==> src/rtl/axi_router_pkg.sv <==
// Shared types and helpers for the AXI response router.
// Provides the skid-state enum and the ID-to-one-hot decode.
package axi_router_pkg;

  localparam int ERR_CNT_WIDTH = 8;
  localparam int MAX_PORTS = 32;

  typedef enum logic [1:0] {
    EMPTY,
    ONE,
    FULL
  } skid_state_t;

  function automatic logic [MAX_PORTS-1:0] id_to_onehot(
    input int unsigned id,
    input int unsigned port_num
  );
    logic [MAX_PORTS-1:0] oh;
    oh = '0;
    if (id < port_num) oh = MAX_PORTS'(1) << id;
    return oh;
  endfunction

endpackage

==> src/rtl/axi_resp_router_if.sv <==
// Generic valid/ready stream bundle.
// The master drives valid and data, and the slave drives ready.
interface axi_resp_router_if #(
  parameter int W = 1
);
  logic         valid;
  logic         ready;
  logic [W-1:0] data;

  modport master (output valid, output data, input ready);
  modport slave  (input valid, input data, output ready);
endinterface

==> src/rtl/axi_skid_buffer.sv <==
// Two-entry valid/ready register slice (main + skid).
// Ready is registered, so there is no path from out.ready to in.ready.
module axi_skid_buffer
  import axi_router_pkg::*;
#(
  parameter int DW = 8
) (
  input  logic                 aclk,
  input  logic                 aresetn,
  axi_resp_router_if.slave     in,
  axi_resp_router_if.master    out
);

  skid_state_t   state;
  logic [DW-1:0] main_q;
  logic [DW-1:0] skid_q;
  logic          rdy_q;
  logic          vld;
  logic          acc;
  logic          ret;

  assign vld       = (state != EMPTY);
  assign acc       = in.valid && rdy_q;
  assign ret       = vld && out.ready;
  assign in.ready  = rdy_q;
  assign out.valid = vld;
  assign out.data  = main_q;

  always_ff @(posedge aclk or negedge aresetn) begin
    if (!aresetn) begin
      state  <= EMPTY;
      main_q <= '0;
      skid_q <= '0;
      rdy_q  <= 1'b1;
    end else begin
      unique case (state)
        EMPTY: begin
          if (acc) begin
            main_q <= in.data;
            state  <= ONE;
          end
        end
        ONE: begin
          if (acc && ret) begin
            main_q <= in.data;
          end else if (acc) begin
            skid_q <= in.data;
            state  <= FULL;
            rdy_q  <= 1'b0;
          end else if (ret) begin
            state  <= EMPTY;
          end
        end
        FULL: begin
          if (ret) begin
            main_q <= skid_q;
            state  <= ONE;
            rdy_q  <= 1'b1;
          end
        end
        default: begin
          state <= EMPTY;
          rdy_q <= 1'b1;
        end
      endcase
    end
  end

endmodule

==> src/rtl/axi_resp_router.sv <==
// Routes one AXI response stream to per-ID master ports.
// Invalid IDs are absorbed and recorded in sticky error status.
module axi_resp_router
  import axi_router_pkg::*;
#(
  parameter int AXI_ID_WIDTH  = 2,
  parameter int AXI_PORT_NUM  = 3,
  parameter int PAYLOAD_WIDTH = 2
) (
  input  logic                     aclk,
  input  logic                     aresetn,
  input  logic [AXI_ID_WIDTH-1:0]  s_id_i,
  input  logic [PAYLOAD_WIDTH-1:0] s_data_i,
  input  logic                     s_valid_i,
  output logic                     s_ready_o,
  output logic [AXI_PORT_NUM-1:0]  m_valid_o,
  input  logic [AXI_PORT_NUM-1:0]  m_ready_i,
  output logic [AXI_ID_WIDTH-1:0]  m_id_o,
  output logic [PAYLOAD_WIDTH-1:0] m_data_o,
  output logic                     err_o,
  output logic [AXI_ID_WIDTH-1:0]  err_id_o,
  output logic [ERR_CNT_WIDTH-1:0] err_cnt_o,
  input  logic                     err_clr_i
);

  localparam int DW = AXI_PORT_NUM + AXI_ID_WIDTH + PAYLOAD_WIDTH;

  axi_resp_router_if #(.W(DW)) sin ();
  axi_resp_router_if #(.W(DW)) sout ();

  logic [AXI_PORT_NUM-1:0] oh;
  logic [AXI_PORT_NUM-1:0] main_oh;
  logic                    inv;

  assign oh = AXI_PORT_NUM'(id_to_onehot(32'(s_id_i), AXI_PORT_NUM));

  // Only routable beats enter the buffer; invalid ones are swallowed here.
  assign sin.valid = s_valid_i && (oh != '0);
  assign sin.data  = {oh, s_id_i, s_data_i};
  assign s_ready_o = sin.ready;
  assign inv       = s_valid_i && s_ready_o && (oh == '0);

  axi_skid_buffer #(.DW(DW)) u_skid (
    .aclk    (aclk),
    .aresetn (aresetn),
    .in      (sin.slave),
    .out     (sout.master)
  );

  assign {main_oh, m_id_o, m_data_o} = sout.data;
  assign m_valid_o  = main_oh & {AXI_PORT_NUM{sout.valid}};
  assign sout.ready = |(m_valid_o & m_ready_i);

  // A new invalid beat wins over a simultaneous clear.
  always_ff @(posedge aclk or negedge aresetn) begin
    if (!aresetn) begin
      err_o     <= 1'b0;
      err_id_o  <= '0;
      err_cnt_o <= '0;
    end else if (err_clr_i) begin
      err_o     <= inv;
      err_id_o  <= inv ? s_id_i : '0;
      err_cnt_o <= inv ? ERR_CNT_WIDTH'(1) : '0;
    end else if (inv) begin
      err_o <= 1'b1;
      if (!err_o) err_id_o <= s_id_i;
      if (err_cnt_o != '1) err_cnt_o <= err_cnt_o + 1'b1;
    end
  end

endmodule

==> config.mk <==
export PLATFORM = sky130hd
export DESIGN_NAME = axi_resp_router
export DESIGN_NICKNAME = d
export VERILOG_FILES = /design/src/rtl/axi_router_pkg.sv /design/src/rtl/axi_resp_router_if.sv /design/src/rtl/axi_skid_buffer.sv /design/src/rtl/axi_resp_router.sv
export SDC_FILE = /design/constraint.sdc
export NUM_CORES = 1
export LEC_CHECK = 0
export CAP_MARGIN = 20
export CORE_ASPECT_RATIO = 1.25
export CORE_MARGIN = 5
export CORE_UTILIZATION = 50
export DETAILED_ROUTE_END_ITERATION = 8
export GPL_TIMING_DRIVEN = 0
export MAX_ROUTING_LAYER = met4
export PLACE_DENSITY = 0.78
export RECOVER_POWER = 50
export SYNTH_ARGS = -nofsm -noshare
export SYNTH_HDL_FRONTEND = slang
export SYNTH_SLANG_ARGS = --single-unit
export TNS_END_PERCENT = 30
==> constraint.sdc <==
create_clock -name aclk -period 2.28 [get_ports aclk]
set_input_delay 0.57 -clock aclk [delete_from_list [all_inputs] [get_ports aclk]]
set_output_delay 0.57 -clock aclk [all_outputs]
set_load 0.1 [all_outputs]
==> metrics.txt, run 1 <==
Max VDD drop 0.679 mV; FF+latch count, synth 28; Relative slew margins 35.1%; clk buf depth 2; Worst Path Required 1710 ps; # clock sinks 28; Max Slew Vio Count 0; period utilization 97.7%; Pwr per Cell Area 1250 nW/um^2; warnings from Yosys 0; Syn Inst Count 139; WL final 3050 um; crit-path max cell delay 860 ps; clock slew at reported path FFs 140 ps; total track usage 16.2%; Port Buffers 27; final net count 186; Worst Hold Class flop to flop; syn nets 151; finished layout cell area 1760 um^2; TritonCTS Buffers 3; sequential area share after synthesis 49.2%; Worst Setup Path Type flop to output pin; clk root buf clkbuf_4; fmax 0.449 GHz; Fin. Hold Viols 0; Worst-Margin Slew 974 ps; Crit-path slowest cell clkdlybuf4s15_1; Via density 5.61; Core Box Area 2710 um^2; Max-cap violations 0; via count 1161; WP data arrival 1660 ps; Starting Density 52.8%; Fillers 238; share of cells above drive strength 1 21.4%; first-pass GRT wire length 5230 um; syn avg cell area 10.3 um^2; Cell variety after synth 37; HPWL after DPL 2380 um; clk_skew 1.73 ps; global route overflow 0; I/O pin cnt 30; most frequently used flop master after synthesis dfrtp_1; die area 4030 um^2; antenna violations before repair 0; largest net degree at the start of global routing 19; clk_lat worst skew 310 ps; Async S/R FF share, synth 100%; RePlAce Congestion 0.824; Die Height 69.7 um; wire per inst 14.7 um; worst hold slack 488 ps; Max H-tree Level 1; Final TNS setup 0 ps; drt first-iter violations 38; worst-path maximum fanout 7; WP buf/inv 1; CP Launch Type flop; DP Area 1770 um^2; Pre-antenna DRT Iters 4; site row count 21; Final Util 65.0%; worst path cell trace clkdlybuf4s15_1; total power 2200 uW; post-synthesis cell area 1430 um^2; Post-synth EDFFs 0; # diodes 0; Final Critical Period 2230 ps; status finished clean; DR DRC count 0; LEAKAGE 0.000865 uW; Die W 57.8 um; ANT nets after route 0; CP top delay family buffers and inverters; Syn-to-layout area delta 23.2%; Crit. End Element output pin; Setup Viol. Count Final 0; vias in the first global route 1179; TritonCTS clock tree yes
## layout make-up
cell class / count / area (um^2) / share of cell area [%]
flip-flops and latches: 28 / 702 / 39.9
multi-input cells: 94 / 649 / 36.9
repair buffers: 30 / 258 / 14.7
plain buffers: 9 / 51.3 / 2.92
well taps: 34 / 42.5 / 2.42
inverters: 8 / 30.0 / 1.71
clock buffers: 4 / 26.3 / 1.49
## cells in the mapped netlist (all sizes together) (2+ instances only)
cell type	number	area, um^2
dfrtp	27	676
a21oi	5	25.0
clkbuf	3	11.3
a21o	4	30.0
nor2	11	41.3
nand2b	4	25.0
a311oi	2	17.5
inv	8	30.0
buf	6	40.0
a211oi	3	22.5
nor3	3	15.0
and3	2	12.5
nand2	13	48.8
nand3	3	15.0
mux2i	5	50.1
o31ai	2	15.0
mux2	11	139
o21ai	12	71.3
nor2b	2	15.0
## cell families after synthesis
family,after synthesis,share of synthesized area [%]
AO/OA/AOI/OAI,36,17.4
AND/OR/NAND/NOR,41,13.7
flip-flops,28,49.2
multiplexers,16,13.2
buffers and inverters,17,5.70
adder cells (fa/ha/maj),1,0.876
## sequential cells by signal, summed over array words and instances, names as in the netlist
register         count
u_skid.state         2
u_skid.skid_q        7
u_skid.in.ready      1
err_o                1
err_cnt_o            8
u_skid.out.data      7
err_id_o             2
## through the flow
step | std cells | setup slack (ps)
floorplan | 139 | -44.1
global placement | 200 | -449
detailed placement | 201 | -540
CTS | 205 | -48.4
global route | 207 | -6.88
finish | 207 | 52.6
## power by group
group | internal, uW | switching [uW] | leakage, uW
clock | 68.3 | 138 | 0.0000150
sequential | 645 | 105 | 0.000364
combinational | 399 | 849 | 0.000487
total | 1110 | 1090 | 0.000865
## cells in the final DEF (no fill, tap or decap), drive strengths merged
cell / Yosys / routed
dfrtp: 27 / 27
nand2: 13 / 13
buf: 6 / 12
o21ai: 12 / 12
nor2: 11 / 11
mux2: 11 / 11
clkbuf: 3 / 11
dlygate4sd2: 0 / 9
inv: 8 / 8
a21oi: 5 / 5
mux2i: 5 / 5
clkdlybuf4s15: 0 / 5
nand2b: 4 / 4
a21o: 4 / 4
clkdlybuf4s50: 0 / 4
nand3: 3 / 3
nor3: 3 / 3
a211oi: 3 / 3
a311oi: 2 / 2
and3: 2 / 2
o31ai: 2 / 2
dlygate4sd3: 0 / 2
nor2b: 2 / 2
a211o: 1 / 1
a222oi: 1 / 1
nand4: 1 / 1
a41o: 1 / 1
a21boi: 1 / 1
and4: 1 / 1
a41oi: 1 / 1
o21bai: 1 / 1
a31oi: 1 / 1
nand3b: 1 / 1
o211ai: 1 / 1
ha: 1 / 1
dfstp: 1 / 1
## layer usage
| layer | vias to the layer above | GRT usage (%) | wire length, um |
|---|---|---|---|
| li1 | 560 | - | - |
| met1 | 559 | 19.6 | 1310 |
| met2 | 38 | 26.5 | 1560 |
| met3 | 4 | 3.17 | 157 |
| met4 | 0 | 5.67 | 32 |
| met5 | - | - | 0 |
## repair_timing
action,4_1_cts,5_1_grt
cloned,0,0
hold buffers,0,0
pin swaps,1,1
resized for setup,29,8
buffers inserted,0,2
endpoints found under the setup margin,26,13
hold endpoints to repair,0,0
## path summary, 6_finish.rpt
kind,start,to,slack (ps),cells after the start
max,err_cnt_o[3],err_cnt_o[3],50,1
min,u_skid.skid_q[6],u_skid.skid_q[6],490,1
max reg2reg,u_skid.in.ready,u_skid.skid_q[0],420,4
min reg2reg,u_skid.skid_q[6],u_skid.skid_q[6],490,1
max in group asynchronous,aresetn,u_skid.skid_q[2],430,2
min in group asynchronous,aresetn,u_skid.skid_q[0],620,1
Power figures use the tool's default switching activity.
==> run 2, diff against run 1 <==
==> constraint.sdc (replaced) <==
create_clock -name aclk -period 2.3 [get_ports aclk]
set_input_delay 0.575 -clock aclk [delete_from_list [all_inputs] [get_ports aclk]]
set_output_delay 0.575 -clock aclk [all_outputs]
set_load 0.1 [all_outputs]
==> run 2 against run 1 <==
Effect of this change: first-iteration DRC count rose by 29%; power fell by 1.8%; sequential share of layout area fell by 0.14 points; global-route usage did not move; sequential power fell by 0.9%; via count fell by 0.60%; largest cell class unchanged.
==> metrics.txt, run 2 (synthesis results as in run 1) <==
Pre-antenna DRT Iters 4 (unchanged); Max H-tree Level 1 (unchanged); met3 wire len 144 um (-8.3%); P_int 1080 uW (-2.6%); wire per inst 14.7 um (-0.36%); via count 1154 (-0.60%); RSZ-0062 raised after global routing no; Via density 5.57 (-0.60%); die area 4030 um^2 (unchanged); Fin. Hold Viols 0 (unchanged); TritonCTS Buffers 3 (unchanged); Fillers 238 (unchanged); I/O pin cnt 30 (unchanged); Worst-Margin Slew 962 ps (-11.2 ps); Worst Path Required 1730 ps (+20 ps); first-pass GRT wire length 5230 um (unchanged); largest net degree at the start of global routing 19 (unchanged); ANT nets after route 0 (unchanged); CP Launch Type flop; antenna violations before repair 0 (unchanged); drt first-iter violations 49 (+29%); highest-count cells in the layout ignoring fill and taps dfrtp_1 (27), nand2_1 (13), nor2_1 (11); Relative slew margins 35.8% (+0.75 points); TritonCTS clock tree yes; HPWL after DPL 2380 um (unchanged); clk_skew 1.72 ps (-0.00300 ps); # clock sinks 28 (unchanged); # diodes 0 (unchanged); total track usage 16.2% (unchanged); clock slew at reported path FFs 140 ps (about the same); clk buf depth 2 (unchanged); vias in the first global route 1179 (unchanged); Die W 57.8 um (unchanged); DR DRC count 0 (unchanged); Die Height 69.7 um (unchanged); clock power share 9.4% (about the same); Max-cap violations 0 (unchanged); most common cell after layout, fill and taps aside dfrtp_1; DRT met1 WL 1300 um (-0.46%); Crit-path slowest cell clkdlybuf4s15_1; LEAKAGE 0.000861 uW (-0.54%); Gate power share 56.2% (-0.4 points); global route overflow 0 (unchanged); Post-CTS Hold Buffers 0 (unchanged); Worst Setup Path Type flop to output pin; Crit. End Element output pin; Max VDD drop 0.672 mV (-1.0%); clk_lat worst skew 310 ps (about the same); sequential power share 34.3% (+0.3 points); Pwr per Cell Area 1230 nW/um^2 (-2.2%); Syn-to-layout area delta 23.7%; Port Buffers 27 (unchanged); period utilization 96.7%; WP data arrival 1650 ps (about the same); fmax 0.450 GHz; Largest register FFs 8 (unchanged); highest routed layer met4; crit-path max cell delay 860 ps (about the same); total power 2160 uW (-1.8%); met2 WL 1560 um (+0.58%); WL final 3040 um (-0.36%); CP top delay family buffers and inverters; Starting Density 52.8% (unchanged); share of cells above drive strength 1 19.1% (-2.3 points); switching share of power 49.9% (+0.38 points); Final Critical Period 2220 ps; final net count 186 (unchanged); WP buf/inv 1 (unchanged); worst-path maximum fanout 6 (-1); Core Box Area 2710 um^2 (unchanged); Biggest register err_cnt_o; RePlAce Congestion 0.824 (unchanged); Worst Hold Class flop to flop; Setup Viol. Count Final 0 (unchanged); Psw 1080 uW (-1.1%); Final Util 65.2% (+0.23 points); worst path cell trace clkdlybuf4s15_1; site row count 21 (unchanged); clk root buf clkbuf_4; status finished clean; Max Slew Vio Count 0 (unchanged)
-- run 2: changes by cell type in the layout (fill, tap and decap cells not counted), sizes merged --
cell | before | now
clkdlybuf4s15 | 5 | 8
clkdlybuf4s50 | 4 | 3
buf | 12 | 9
dlygate4sd3 | 2 | 3
-- run 2: final cells by class --
class	count	area [um^2]	area share [%]
timing repair buffer	30	264	15.0
sequential	28	702	39.8
clock buffer	4	26.3	1.49
multi-input combinational	94	649	36.8
tap	34	42.5	2.41
buffer	9	51.3	2.91
inverter	8	30.0	1.70
-- run 2: what timing repair did --
| action | 4_1_cts | 5_1_grt |
|---|---|---|
| pin swaps | 1 | 1 |
| gates resized for setup | 29 | 5 |
| setup buffers | 0 | 2 |
| endpoints found under the setup margin | 25 | 12 |
-- run 2: power groups by stage --
stage	sequential, uW	clock (uW)	combinational [uW]
after floorplan	886	0	844
after global placement	743	0	1220
after detailed placement	755	0	1250
after CTS	745	213	1230
after global routing	766	231	1280
final	743	204	1220
-- run 2: final timing paths --
kind                                        from               end  slack, ps  depth (start not counted)
worst min register to register  u_skid.skid_q[6]  u_skid.skid_q[6]        490                          1
worst min-delay path            u_skid.skid_q[6]  u_skid.skid_q[6]        490                          1
min in group asynchronous                aresetn  u_skid.skid_q[0]        630                          1
max in group asynchronous                aresetn  u_skid.skid_q[2]        450                          2
worst max-delay path                err_cnt_o[2]      err_cnt_o[2]         80                          1
worst max register to register   u_skid.in.ready  u_skid.skid_q[0]        440                          4
-- run 2: layer usage --
layer / vias to the layer above / GRT usage [%]
met3: 4 / 3.17
met5: - / -
met4: 0 / 5.67
met2: 34 / 26.5
met1: 556 / 19.6
li1: 560 / -
-- run 2: metrics by stage --
stage                     setup slack [ps]  TNS, ps  area, um^2  hold WS, ps  cells
after floorplan                      -29.1    -87.3        1430          279    139
after global placement                -434    -4150        1740          456    200
after detailed placement              -525    -6090        1770          461    201
after CTS                            -33.4    -33.4        1770          495    205
after global routing                  6.32        0        1770          511    207
final                                 75.3        0        1770          488    207
==> run 3, diff against run 2 <==
--- a/config.mk
+++ b/config.mk
@@ -9,6 +9,7 @@
 export CORE_ASPECT_RATIO = 1.25
 export CORE_MARGIN = 5
 export CORE_UTILIZATION = 50
+export CTS_CLUSTER_SIZE = 24
 export DETAILED_ROUTE_END_ITERATION = 8
 export GPL_TIMING_DRIVEN = 0
 export MAX_ROUTING_LAYER = met4
==> results of run 3 <==
Same layout as run 2: the final DEF is identical, and so are final timing and power.
==> patch 1, RTL diff (config.mk and constraints of run 3) <==
The 3 states of `skid_state_t` get a one-hot encoding in 3 bits.
--- a/src/rtl/axi_router_pkg.sv
+++ b/src/rtl/axi_router_pkg.sv
@@ -6,8 +6,8 @@
   localparam int MAX_PORTS = 32;
 
-  typedef enum logic [1:0] {
-    EMPTY,
-    ONE,
-    FULL
+  typedef enum logic [2:0] {
+    EMPTY = 3'b001,
+    ONE   = 3'b010,
+    FULL  = 3'b100
   } skid_state_t;
 
Behaviour: same outputs for any inputs over 10 cycles, from zero or initial values and one cycle with aresetn low; not proved beyond that.
==> patch 1 against run 3 <==
Synthesized area grew 7.3%. Final cell count grew 3.4%. First-iteration DRC count shrank 61%. Die area grew 6.1%. Wire length grew 1.5%. Highest routed layer unchanged. Largest power group unchanged. Synthesized cell count grew 0.72%. Register-to-register slack lost 0.09 ns. Sequential cell count grew 1. Clock skew grew 0.0016 ns. Total power grew 5.5%. Worst setup slack lost 0.0082 ns. Utilization shrank 1.6 points. Cell area grew 6.2%.
==> patch 1: results (changes against run 3) <==
Commonest cells post-synth sky130_fd_sc_hd__dfrtp_1, sky130_fd_sc_hd__mux2_2, sky130_fd_sc_hd__nand2_1, sky130_fd_sc_hd__nor2_1, sky130_fd_sc_hd__o21ai_0 (was sky130_fd_sc_hd__dfrtp_1, sky130_fd_sc_hd__nand2_1, sky130_fd_sc_hd__nor2_1, sky130_fd_sc_hd__o21ai_0, sky130_fd_sc_hd__inv_1); number of unique standard cell types used by synthesis 38 (was 37); Vias/cell 5.425 (was 5.575); fraction of area in clock buffers and inverters 2.603% (was 1.488%); estimated wirelength of the detail-placed design 2.239 mm (was 2.378 mm); transition at the pin with the smallest max-transition slack 0.9627 ns (was 0.9625 ns); detailed-router iteration count before antenna repair 6 (was 4); wire length per cell after detailed routing 14.43 µm (was 14.69 µm); sequential share of power 33.7% (was 34.3%); nets in the synthesized netlist 152 (was 151); final worst hold slack 0.4968 ns (was 0.4878 ns); Synth Area in XOR/XNOR 3.431% (was 0%); slowest library cell on the worst path sky130_fd_sc_hd__dlygate4sd2_1 (was sky130_fd_sc_hd__clkdlybuf4s15_1); metal2 WL 1.578 mm (was 1.564 mm); area used by sequential logic in the layout 728.2 µm² (was 701.9 µm²); post-synthesis adder-cell area fraction 0.8170% (was 0.8764%); Critical R2R Launch u_skid.state[1] (was u_skid.in.ready); endpoint of the worst hold path u_skid.skid_q[4] (was u_skid.skid_q[6]); Final Wtd Congestion 0.7410 (was 0.8239); final worst setup slack 0.06715 ns (was 0.07533 ns); initial drt markers 19 (was 49); Resized cells post-CTS 31 (was 29); leakage 0.8489 nW (was 0.8607 nW); buffer share of cell area 17.56% (was 17.86%); critical hold path startpoint u_skid.skid_q[4] (was u_skid.skid_q[6]); flop-to-flop setup slack 0.35 ns (was 0.44 ns); multiplexer share of the synthesized area 13.48% (was 13.23%); Final Net Count 189 (was 186); multi-input gate area in the final layout 704.4 µm² (was 649.4 µm²); H-tree levels 2 (was 1); global-route wire length before repair 5.223 mm (was 5.230 mm); routed metal-1 wire length 1.286 mm (was 1.299 mm); number of signal-net buffers in the layout 40 (was 39); routed wl met3 150 µm (was 144 µm); number of global-route vias before repair 1,167 (was 1,179); share of post-route cells with drive strength above 1 26.97% (was 19.08%); worst setup path startpoint err_cnt_o[0] (was err_cnt_o[2]); maximum number of pins on one net before global-route repair 18 (was 19); result of the run complete, no violations (unchanged); GRT Resource Usage Total 16.57% (was 16.21%); Compound-Gate Fraction of Synth Area 10.62% (was 17.35%); Layout fillers 260 (was 238); Max FO, Critical Path 5 (was 6); endpoint of the worst setup timing path err_cnt_o[0] (was err_cnt_o[2]); clock input transition at the sequential cells of the worst setup and hold paths 0.09 ns (was 0.14 ns); TritonCTS Buffers 5 (was 3)
## patch 1: changes by cell type in the layout (fill, tap and decap cells not counted), sizes merged, moves of 4 or more
cell / delta
mux2: +4
nor3b: +5
buf: +8
xnor2: +5
a21o: -4
clkdlybuf4s15: -6
o21ai: -5
## patch 1: per-stage QoR
| step | instances | setup TNS, ns | util [%] | area, µm² | power [mW] |
|---|---|---|---|---|---|
| 4_1_cts | 212 | -0.1881 | 64.23 | 1892 | 2.277 |
| 3_3_place_gp | 203 | -0.7970 | 62.70 | 1847 | 1.975 |
| 6_report | 214 | 0 | 63.64 | 1874 | 2.282 |
| 3_5_place_dp | 204 | -1.014 | 63.64 | 1874 | 2.014 |
| 5_1_grt | 214 | -0.009553 | 63.64 | 1874 | 2.412 |
| 2_1_floorplan | 140 | -0.1041 | - | 1531 | 1.756 |
## patch 1: layer usage
metal	global-route usage, %	up-vias
met5	-	-
met3	5.946	10
met4	6.650	0
met2	26.49	34
met1	18.56	553
li1	-	564
==> patch 2, RTL diff (config.mk and constraints of run 3) <==
Without the edit above. Set the parameter `AXI_ID_WIDTH` to 4 (it was 2).
--- a/src/rtl/axi_resp_router.sv
+++ b/src/rtl/axi_resp_router.sv
@@ -4,5 +4,5 @@
   import axi_router_pkg::*;
 #(
-  parameter int AXI_ID_WIDTH  = 2,
+  parameter int AXI_ID_WIDTH  = 4,
   parameter int AXI_PORT_NUM  = 3,
   parameter int PAYLOAD_WIDTH = 2
Interface: changed (resized err_id_o, m_id_o and s_id_i); port bits go from 30 to 36. The function was not compared with the original's and may differ.
==> patch 2 against run 3 <==
The flow now finishes with violations (capacitance limit, slew limit). Wire length grew 17%. Cell area grew 21%. Via count grew 9.4%. Critical path depth grew 5. Clock skew grew 0.00093 ns. Synthesized area grew 16%. Die area grew 14%. Sequential cell count grew 6. Worst setup slack lost 0.018 ns. Largest cell class unchanged.
Power is not compared: it rests on default switching activity, and its combinational part moved more than twofold at a synthesized area within 25%.
==> patch 2: results (changes against run 3) <==
maximum number of pins on one net before global-route repair 35 (was 19); post-synthesis adder-cell area fraction 0.7541% (was 0.8764%); cell count after synthesis 147 (was 139); Critical R2R Launch u_skid.state[1] (was u_skid.in.ready); wire length per cell after detailed routing 15.63 µm (was 14.69 µm); result of the run finished with violations (was complete, no violations); Synth Area in XOR/XNOR 0.5279% (was 0%); endpoint of the worst hold path u_skid.skid_q[2] (was u_skid.skid_q[6]); GRT Resource Usage Total 19.01% (was 16.21%); Layout fillers 263 (was 238); Compound-Gate Fraction of Synth Area 14.40% (was 17.35%); count of input and output buffers 35 (was 27); worst r2r path cells 5 (was 4); biggest area contributors in the synthesized netlist sky130_fd_sc_hd__dfrtp_1, sky130_fd_sc_hd__mux2_2, sky130_fd_sc_hd__buf_4, sky130_fd_sc_hd__nand2_1, sky130_fd_sc_hd__a21oi_1 (was sky130_fd_sc_hd__dfrtp_1, sky130_fd_sc_hd__mux2_2, sky130_fd_sc_hd__mux2_4, sky130_fd_sc_hd__mux2i_1, sky130_fd_sc_hd__nand2_1); Final Net Count 205 (was 186); initial drt markers 65 (was 49); capture point of the worst reg-to-reg path u_skid.out.data[4] (was u_skid.skid_q[0]); CP top delay family compound AO/OA/AOI/OAI gates (was buffers and inverters); clk_lat worst skew 0.28 ns (was 0.31 ns); diodes inserted 0 (unchanged); WP data arrival 2.41 ns (was 1.65 ns); critical hold path startpoint u_skid.skid_q[2] (was u_skid.skid_q[6]); # placed instances 219 (was 201); flop-to-flop setup slack 0.26 ns (was 0.44 ns); slowest library cell on the worst path sky130_fd_sc_hd__clkdlybuf4s50_1 (was sky130_fd_sc_hd__clkdlybuf4s15_1); multiplexer share of the synthesized area 14.18% (was 13.23%); estimated wirelength of the detail-placed design 2.650 mm (was 2.378 mm); Routed Wire Length 3.547 mm (was 3.040 mm); number of pins with negative max-slew slack in the final report 35 (was 0); Max FO, Critical Path 9 (was 6); Final Wtd Congestion 0.8696 (was 0.8239); Vias/cell 5.564 (was 5.575); nets in the synthesized netlist 161 (was 151); H-tree levels 2 (was 1); Commonest cells post-synth sky130_fd_sc_hd__dfrtp_1, sky130_fd_sc_hd__mux2_2, sky130_fd_sc_hd__nand2_1, sky130_fd_sc_hd__a21oi_1 (was sky130_fd_sc_hd__dfrtp_1, sky130_fd_sc_hd__nand2_1, sky130_fd_sc_hd__nor2_1, sky130_fd_sc_hd__o21ai_0, sky130_fd_sc_hd__inv_1); global-route wire length before repair 6.292 mm (was 5.230 mm); Max Cap Viol 1 (was 0); clock input transition at the sequential cells of the worst setup and hold paths 0.06 ns (was 0.14 ns); sequential fraction of the synthesis area 51.36% (was 49.17%); violated checks capacitance limit, slew limit
[patch 2: worst max-delay path by stage]
stage	slack, ns	start	endpoint
3_5_place_dp	-0.73	m_ready_i[0]	u_skid.out.data[7]
5_1_grt	-0.01	u_skid.state[1]	m_valid_o[0]
2_1_floorplan	-0.24	u_skid.state[1]	m_valid_o[0]
6_report	0.06	s_id_i[1]	u_skid.out.data[7]
3_3_place_gp	-0.73	m_ready_i[0]	u_skid.out.data[7]
4_1_cts	-0.02	s_id_i[0]	err_cnt_o[5]
[patch 2: cell families after synthesis]
logic type | after synthesis
AOI/OAI and AO/OA | 34
adders and majority gates | 1
and+or+nand+nor | 41
muxes | 21
buffers and inverters | 15
DFF | 34
xor gates and xnor gates | 1
[patch 2: report_power, final]
group / switching (mW) / leakage [nW] / internal [mW]
Sequential: 0.0000000000000000431 / 0.472 / 0.598
Combinational: 0.0305 / 0.548 / 0.0247
Clock: 0.187 / 0.0431 / 0.230
Total: 0.218 / 1.06 / 0.853
[patch 2: per-stage QoR]
stage	hold WS [ns]	instance area, µm²	total power, mW	util (%)	setup WS, ns
after floorplan	0.2794	1659	0.6233	-	-0.2448
after global placement	0.4570	2056	0.6636	64.36	-0.7312
after detailed placement	0.4645	2051	0.6638	64.20	-0.7255
after CTS	0.3757	2112	1.085	66.12	-0.01537
after global routing	0.4970	2131	1.120	66.71	-0.01214
final	0.4783	2131	1.071	66.71	0.05703
[patch 2: repair_timing]
action	in CTS	in global routing
buffers inserted	1	1
pin swaps	1	2
endpoints found under the setup margin	42	17
gates resized for setup	33	12
[patch 2: layer usage]
layer / vias to the layer above / global-route usage, % / wire length, µm
li1: 621 / - / -
met1: 609 / 20.62 / 1406
met2: 27 / 32.13 / 1879
met3: 6 / 5.382 / 199
met4: 0 / 7.547 / 61
met5: - / - / 0
[patch 2: layout make-up]
class | instances | area (µm²) | area share [%]
Sequential cell | 34 | 852.1 | 39.99
Multi-Input combinational cell | 98 | 747.0 | 35.06
Timing Repair Buffer | 37 | 315.3 | 14.80
Clock buffer | 6 | 82.58 | 3.876
Buffer | 10 | 68.82 | 3.230
Tap cell | 37 | 46.29 | 2.173
Inverter | 5 | 18.77 | 0.8808
[patch 2: worst register-to-register path: stages (launching register included)]
cell and delay, ns:
sky130_fd_sc_hd__dfrtp_1 0.32, sky130_fd_sc_hd__clkbuf_1 0.29, sky130_fd_sc_hd__nor2b_1 0.40, sky130_fd_sc_hd__clkbuf_2 0.31
sky130_fd_sc_hd__mux2_2 0.36, sky130_fd_sc_hd__mux2_2 0.25
